==> config.mk <==
export PLATFORM = sky130hd
export DESIGN_NAME = fifo_serial_tx
export DESIGN_NICKNAME = d
export VERILOG_FILES = /design/src/rtl/fifo_tx_pkg.sv /design/src/rtl/fifo_serial_tx_baud_tick.sv /design/src/rtl/fifo_serial_tx.sv
export SDC_FILE = /design/constraint.sdc
export NUM_CORES = 1
export LEC_CHECK = 0
export ABC_AREA = 1
export CAP_MARGIN = 10
export CORE_ASPECT_RATIO = 0.7
export CORE_MARGIN = 5
export CORE_UTILIZATION = 52
export DETAILED_ROUTE_END_ITERATION = 12
export MAX_ROUTING_LAYER = met4
export PLACE_DENSITY = 0.78
export REMOVE_ABC_BUFFERS = 1
export SYNTH_ARGS = -nofsm -noshare
export SYNTH_HDL_FRONTEND = slang
export SYNTH_HIERARCHICAL = 1
export SYNTH_SLANG_ARGS = --single-unit
==> constraint.sdc <==
create_clock -name clk -period 1.9 [get_ports clk]
set_clock_uncertainty 0.15 [all_clocks]
set_input_delay 0.19 -clock clk [delete_from_list [all_inputs] [get_ports clk]]
set_output_delay 0.19 -clock clk [all_outputs]
set_load 0.01 [all_outputs]
==> src/rtl/fifo_tx_pkg.sv <==
// Shared types and constants for the FIFO-fed serial transmitter.
// Define FIFO_TX_PARITY_EN to add an even-parity bit after the data bits.
package fifo_tx_pkg;

  localparam int DATA_BITS            = 8;
  localparam int FRAME_BITS_NO_PARITY = DATA_BITS + 2;
  localparam int FRAME_BITS_PARITY    = DATA_BITS + 3;

`ifdef FIFO_TX_PARITY_EN
  localparam int FRAME_BITS = FRAME_BITS_PARITY;
`else
  localparam int FRAME_BITS = FRAME_BITS_NO_PARITY;
`endif

  typedef enum logic [2:0] {
    ST_IDLE,
    ST_FETCH,
    ST_LOAD,
    ST_START,
    ST_DATA,
`ifdef FIFO_TX_PARITY_EN
    ST_PARITY,
`endif
    ST_STOP
  } tx_state_e;

endpackage

==> src/rtl/fifo_serial_tx_baud_tick.sv <==
// Bit timer: counts 0..CLKS_PER_BIT-1 and pulses tick on the last count.
// A synchronous clear restarts the count so a new bit period begins cleanly.
module baud_tick #(
  parameter int CLKS_PER_BIT = 16
) (
  input  logic clk,
  input  logic rst,
  input  logic clr,
  output logic tick
);

  localparam int            CW   = (CLKS_PER_BIT > 1) ? $clog2(CLKS_PER_BIT) : 1;
  localparam logic [CW-1:0] LAST = CW'(CLKS_PER_BIT - 1);

  logic [CW-1:0] r_count;

  // NOTE: sequential state is assigned with <= so every flop sees pre-edge values.
  always_ff @(posedge clk or posedge rst) begin
    if (rst) begin
      r_count <= '0;
    end else if (clr || r_count == LAST) begin
      r_count <= '0;
    end else begin
      r_count <= r_count + 1'b1;
    end
  end

  assign tick = (r_count == LAST);

endmodule

==> src/rtl/fifo_serial_tx.sv <==
// Pops bytes from the FIFO read port and sends them as start/8 data/stop frames.
// Define FIFO_TX_PARITY_EN to insert an even-parity bit before the stop bit.
module fifo_serial_tx
  import fifo_tx_pkg::*;
#(
  parameter int CLKS_PER_BIT = 16
) (
  input  logic                 clk,
  input  logic                 rst,
  input  logic                 tx_en,
  input  logic                 fifo_empty,
  input  logic [DATA_BITS-1:0] fifo_data,
  output logic                 fifo_rd_en,
  output logic                 tx,
  output logic                 busy,
  output logic [7:0]           frame_count
);

  localparam int               IDX_W    = $clog2(DATA_BITS);
  localparam logic [IDX_W-1:0] LAST_IDX = IDX_W'(DATA_BITS - 1);

  tx_state_e            r_state;
  tx_state_e            w_state_next;
  logic [DATA_BITS-1:0] r_shift;
  logic [IDX_W-1:0]     r_bit_idx;
  logic                 r_tx;
  logic                 w_tx_next;
  logic [7:0]           r_frame_count;
  logic                 w_tick;
  logic                 w_timer_clr;
`ifdef FIFO_TX_PARITY_EN
  logic                 r_parity;
`endif

  // Restarting the timer in LOAD makes the start bit exactly one bit period.
  assign w_timer_clr = (r_state == ST_LOAD);

  baud_tick #(
    .CLKS_PER_BIT(CLKS_PER_BIT)
  ) u_baud_tick (
    .clk  (clk),
    .rst  (rst),
    .clr  (w_timer_clr),
    .tick (w_tick)
  );

  always_ff @(posedge clk or posedge rst) begin
    if (rst) begin
      r_state <= ST_IDLE;
      r_tx    <= 1'b1;
    end else begin
      r_state <= w_state_next;
      r_tx    <= w_tx_next;
    end
  end

  // tx is computed for the next state so the registered line changes on the transition edge.
  always_comb begin
    // NOTE: defaults first so every path assigns both outputs and no latch is inferred.
    w_state_next = r_state;
    w_tx_next    = r_tx;
    case (r_state)
      ST_IDLE: begin
        w_tx_next = 1'b1;
        if (tx_en && !fifo_empty) w_state_next = ST_FETCH;
      end
      ST_FETCH: begin
        w_tx_next    = 1'b1;
        w_state_next = ST_LOAD;
      end
      ST_LOAD: begin
        w_tx_next    = 1'b0;
        w_state_next = ST_START;
      end
      ST_START: begin
        if (w_tick) begin
          w_tx_next    = r_shift[0];
          w_state_next = ST_DATA;
        end
      end
      ST_DATA: begin
        if (w_tick) begin
          if (r_bit_idx == LAST_IDX) begin
`ifdef FIFO_TX_PARITY_EN
            w_tx_next    = r_parity;
            w_state_next = ST_PARITY;
`else
            w_tx_next    = 1'b1;
            w_state_next = ST_STOP;
`endif
          end else begin
            w_tx_next = r_shift[1];
          end
        end
      end
`ifdef FIFO_TX_PARITY_EN
      ST_PARITY: begin
        if (w_tick) begin
          w_tx_next    = 1'b1;
          w_state_next = ST_STOP;
        end
      end
`endif
      ST_STOP: begin
        if (w_tick) begin
          w_tx_next    = 1'b1;
          w_state_next = ST_IDLE;
        end
      end
      default: begin
        w_tx_next    = 1'b1;
        w_state_next = ST_IDLE;
      end
    endcase
  end

  always_ff @(posedge clk or posedge rst) begin
    if (rst) begin
      r_shift       <= '0;
      r_bit_idx     <= '0;
      r_frame_count <= '0;
`ifdef FIFO_TX_PARITY_EN
      r_parity      <= 1'b0;
`endif
    end else begin
      if (r_state == ST_LOAD) begin
        r_shift   <= fifo_data;
        r_bit_idx <= '0;
`ifdef FIFO_TX_PARITY_EN
        r_parity  <= ^fifo_data;
`endif
      end else if (r_state == ST_DATA && w_tick) begin
        r_shift   <= r_shift >> 1;
        r_bit_idx <= r_bit_idx + 1'b1;
      end
      if (r_state == ST_STOP && w_tick) begin
        r_frame_count <= r_frame_count + 8'd1;
      end
    end
  end

  assign fifo_rd_en  = (r_state == ST_FETCH);
  assign busy        = (r_state != ST_IDLE);
  assign tx          = r_tx;
  assign frame_count = r_frame_count;

endmodule

Yosys cells after proc, flatten, opt, wreduce, memory -nomap -nowiden
Cells that the tools add are included.
- register bits: 27
- bits of input ports: 12
- output and inout port bits: 11
- logic and storage cells: 47
- add/subtract/negate cells: 3
- equality and inequality tests: 12
- mux-type cells: 16
- reduce and logical (&&, ||, !) cells: 10
- operator list (cell ; count):
    $mux 3 ; 7
    $pmux 3 s6 ; 1
    $mux 8 ; 2
    $ne 2x2->1 const B ; 5
    $eq 3x3->1 const B ; 3
    $add 8x1->8 const B ; 1
    $eq 3x2->1 const B ; 2
    $reduce_and 5->1 ; 1
    $add 4x1->4 const B ; 1
    $eq 4x4->1 const B ; 1
    $mux 1 ; 4
    $mux 4 ; 1
    $pmux 1 s4 ; 1
    $add 3x1->3 const B ; 1
    $eq 3x1->1 const B ; 1
    $logic_and 1x1->1 ; 3
    $logic_not 3->1 ; 1
    $reduce_and 3->1 ; 1
    $reduce_bool 3->1 ; 1
    $reduce_bool 2->1 ; 1
    $logic_not 1->1 ; 1
    $logic_or 1x1->1 ; 1

Depth between registers and ports, before layout
- word-level depth: 4
- gate-level depth with buffers: 9
- depth with buffers taken out: 9

Modules after synthesis
The synthesis kept the hierarchy.
- modules (own cells, without submodules) (module ; instances ; cells each ; area each (sq um) ; seq. area each (sq um)):
    fifo_serial_tx ; 1 ; 158 ; 1232.4 ; 576.8
    baud_tick ; 1 ; 20 ; 196.4 ; 100.1

Worst setup path before layout
No wires, ideal clock.
- path type: register -> register
- start point: reg u_baud_tick.r_count[0]
- end point: reg r_frame_count[4], in the netlist frame_count[4]
- library setup time: 0.123 ns
- arrival time: 1.329 ns
- data required time: 1.627 ns
- path slack: 0.298 ns
- cell stages (with the launch flop): 8
- path buffers: 0
- period minus slack after synthesis: 1.602 ns
- path through: dfrtp_1 -> ha_1 -> nand2_2 -> nor2_1 -> inv_1 -> nor2_4 -> nand3_1 -> xor2_1
- longest elaborated chain between the ends: 2
- RTL lines (element ; RTL line ; source):
    from (decl) ; fifo_serial_tx_baud_tick.sv:15 ; logic [CW-1:0] r_count;
    from (signal assigned) ; fifo_serial_tx_baud_tick.sv:24 ; r_count <= r_count + 1'b1;
    $eq 4x4->1 ; fifo_serial_tx_baud_tick.sv:28 ; assign tick = (r_count == LAST);
    net w_tick ; fifo_serial_tx.sv:29 ; logic w_tick;
    $logic_and 1x1->1 ; fifo_serial_tx.sv:136 ; if (r_state == ST_STOP && w_tick) begin
    to (signal assigned) ; fifo_serial_tx.sv:137 ; r_frame_count <= r_frame_count + 8'd1;
    to (decl) ; fifo_serial_tx.sv:28 ; logic [7:0] r_frame_count;
The timed path passes the listed nets, and every way through them passes these cells.
A chain may end at the register's enable or synchronous reset.

Worst setup path in the final report
- start point: reg r_state[2]
- end point: out busy
- longest elaborated chain between the ends: 1
- RTL lines (element ; RTL line ; source):
    from (decl) ; fifo_serial_tx.sv:22 ; tx_state_e r_state;
    from (signal assigned) ; fifo_serial_tx.sv:52 ; r_state <= w_state_next;
    $reduce_bool 3->1 ; fifo_serial_tx.sv:143 ; assign busy = (r_state != ST_IDLE);
    to (decl) ; fifo_serial_tx.sv:15 ; output logic busy,
Every way passes these cells.

==> results.yml <==
run_status:
  status: "finished clean"
global_routing:
  overflow: 0
  grt_first_pass_wirelength_um: 5120
  grt_pass1_vias: 1184
  grt_usage_pct: 17.3
  grt_max_degree: 24
  antenna_found_initial: 0
clocking:
  cts_buffer_depth: 2
  cts_tree: "built"
  cts_inserted_buffers: 3
  insertion_delay_ps: 260
  root_buffer: "clkbuf_8"
  path_clk_slew_ps: 90
  cts_num_sinks: 27
  htreeDepth: 1
critical_path:
  cp.required_ps: 1560
  critical_path_class: "reg2out"
  cp_max_fo: 10
  critPathLaunchType: "flop"
  cp.arrival_ps: 1460
  critPathCaptureType: "output port"
timing:
  fin_setup_tns_ps: 0
  post-route-period-util_pct: 94.5
  fin_crit_ps: 1800
  clock.fmax_mhz: 557
  worst_slew_pin_slew_ps: 381
  layout_setup_ws_ps: 104
  setup_viol: 0
  fin_hold_ws_ps: 329
  final-hold-violation-count: 0
  maxSlewViolCount: 0
  maxSlewHeadroom_pct: 74.6
  rsz0062_at_grt: "false"
die:
  initial_core_util_pct: 56.0
  rows: 15
  dieHeight_um: 53.9
  design.core.area_mm2: 0.00255
  ioPinCount: 23
  dieArea_mm2: 0.00391
  die_x_um: 72.7
logic_synthesis:
  ys_async_sr_fraction_pct: 100
  synth.distinct_cells: 25
  synth_most_common_cell: "nand2_1"
  ys_ff_latch: 27
  synthCells: 178
  yosys_warnings: 6
  synth-main-ff-cell: "dfrtp_1"
  yosysTopAreaCell: "dfrtp_1"
  synth-simple-area-share_pct: 34.5
  synthesis.area_mm2: 0.00143
  synth_top_area_share_pct: 45.5
  synth-compound-area-share_pct: 2.89
  synth_top_family_by_area: "simple AND/OR/NAND/NOR gates"
  synth_edf_count: 0
  synthMuxAreaShare_pct: 0.701
  avgSynthCellArea_um2: 8.03
  synthAdderAreaFrac_pct: 3.50
  ys_seq_area_share_pct: 47.4
  synth_xor_area_share_pct: 3.06
  yosys-top-cells-count: "nand2_1 (56), nand3_1 (31), dfrtp_1 (26), inv_1 (18), nor2_1 (9)"
  synth.area.top_cells: "dfrtp_1 (46%), nand2_1 (15%), nand3_1 (11%)"
detailed_routing:
  vias_per_cell: 5.06
  ant_nets: 0
  num_vias: 1209
  wl_um: 2860
  dr.pass1.iters: 5
  routedWlPerCell_um: 12.0
  drc_errors: 0
  drtIter0Drc: 79
finish:
  drive_above_1_share_pct: 11.7
  fin_area_mm2: 0.00177
  antenna-diode-count: 0
  area_growth_pct: 24.0
  nNetsFinal: 222
run:
  drv_cap: 0
place:
  io_buffer_count: 22
  routabilityCongestion: 0.949
  dp_hpwl_um: 2220
  postPlaceCellArea_mm2: 0.00169
  place_ws_ps: 87.9
power_and_ir_drop:
  p_leak_uw: 0.000884
  ir_drop_v: 0.000379
  power_density_mw_per_mm2: 536
worst_hold_path:
  hold_class: "in2reg"
-- cells by family (layout without fill, tap and decap cells) --
logic type               count (synthesis)  after routing
AO/OA/AOI/OAI                            5              5
XOR/XNOR                                 5              5
adder cells (fa/ha/maj)                  4              4
buffers and inverters                   28             55
flip-flops                              27             27
multiplexers                             1              1
AND/OR/NAND/NOR                        108            108
-- worst paths after layout --
path	startpoint	slack [ps]	depth (start not counted)	endpoint
worst min-delay path	fifo_data[7]	330	3	r_shift[7]
min in group asynchronous	rst	530	3	u_baud_tick/r_count[3]
max in group asynchronous	rst	630	4	tx
worst max-delay path	r_state[2]	100	3	busy
worst max register to register	u_baud_tick/r_count[0]	110	7	frame_count[4]
worst min register to register	u_baud_tick/r_count[0]	340	1	u_baud_tick/r_count[0]
-- stage by stage --
stage               total power (uW)  instances  util (%)
detailed placement               650        232      66.1
floorplan                        617        173         -
global placement                 648        232      66.1
global route                     998        239      69.4
CTS                              963        237      68.3
finish                           950        239      69.4
-- cell usage in the layout (no fill, tap or decap) --
cell type and instances:
nor2_4 2, nand3_1 31, ha_1 4, dfstp_2 1
or3_1 1, inv_2 5, xor2_1 3, nand2_1 56
a21oi_1 2, o21bai_4 1, nand4_1 4, xnor2_1 2
dlygate4sd2_1 1, dfrtp_2 3, dlygate4sd3_1 1, clkdlybuf4s50_1 21
nand3_2 1, inv_1 18, nor3b_1 1, o21ai_1 1
nand2_2 1, nor3_2 1, buf_4 4, clkbuf_8 3
nor2_2 1, o211ai_1 1, clkbuf_1 1, mux2i_1 1
dfrtp_1 23, nor2_1 9, buf_12 1
-- cell type report --
| cell class | instances | area [um2] |
|---|---|---|
| clock buffer | 4 | 45.0 |
| fill | 216 | 781 |
| inverter | 23 | 86.3 |
| tap | 34 | 42.5 |
| multi-input combinational | 123 | 638 |
| timing repair buffer | 28 | 279 |
| sequential | 27 | 681 |
-- per-layer routing --
| metal | track usage [%] | part of all wire (%) |
|---|---|---|
| met1 | 22.5 | 47 |
| met5 | - | 0 |
| met2 | 28.0 | 46 |
| met3 | 3.92 | 5.9 |
| met4 | 3.99 | 0.49 |
-- where the power goes --
part	total, uW	switching [uW]	internal (uW)
combinational	50.7	21.2	29.5
sequential	588	4.89	583
clock	311	162	150
total	950	188	763
-- registers in the layout (all words and copies together) (netlist names) --
name	count
u_baud_tick/r_count	4
r_bit_idx	3
r_state	3
frame_count	8
r_shift	8
tx	1
-- critical path: stages, from the launching register on --
cell	delay [ps]
dfrtp_2	490
inv_2	100
nand2_1	80
clkdlybuf4s50_1	530
-- repair_timing --
item	CTS	global route
buffers inserted	0	2
hold buffers	1	0
hold endpoints to repair	4	0
resized for setup	4	0
pin swaps	0	1
endpoints found under the setup margin	2	5
No activity file was read; power rests on OpenSTA's default activity.
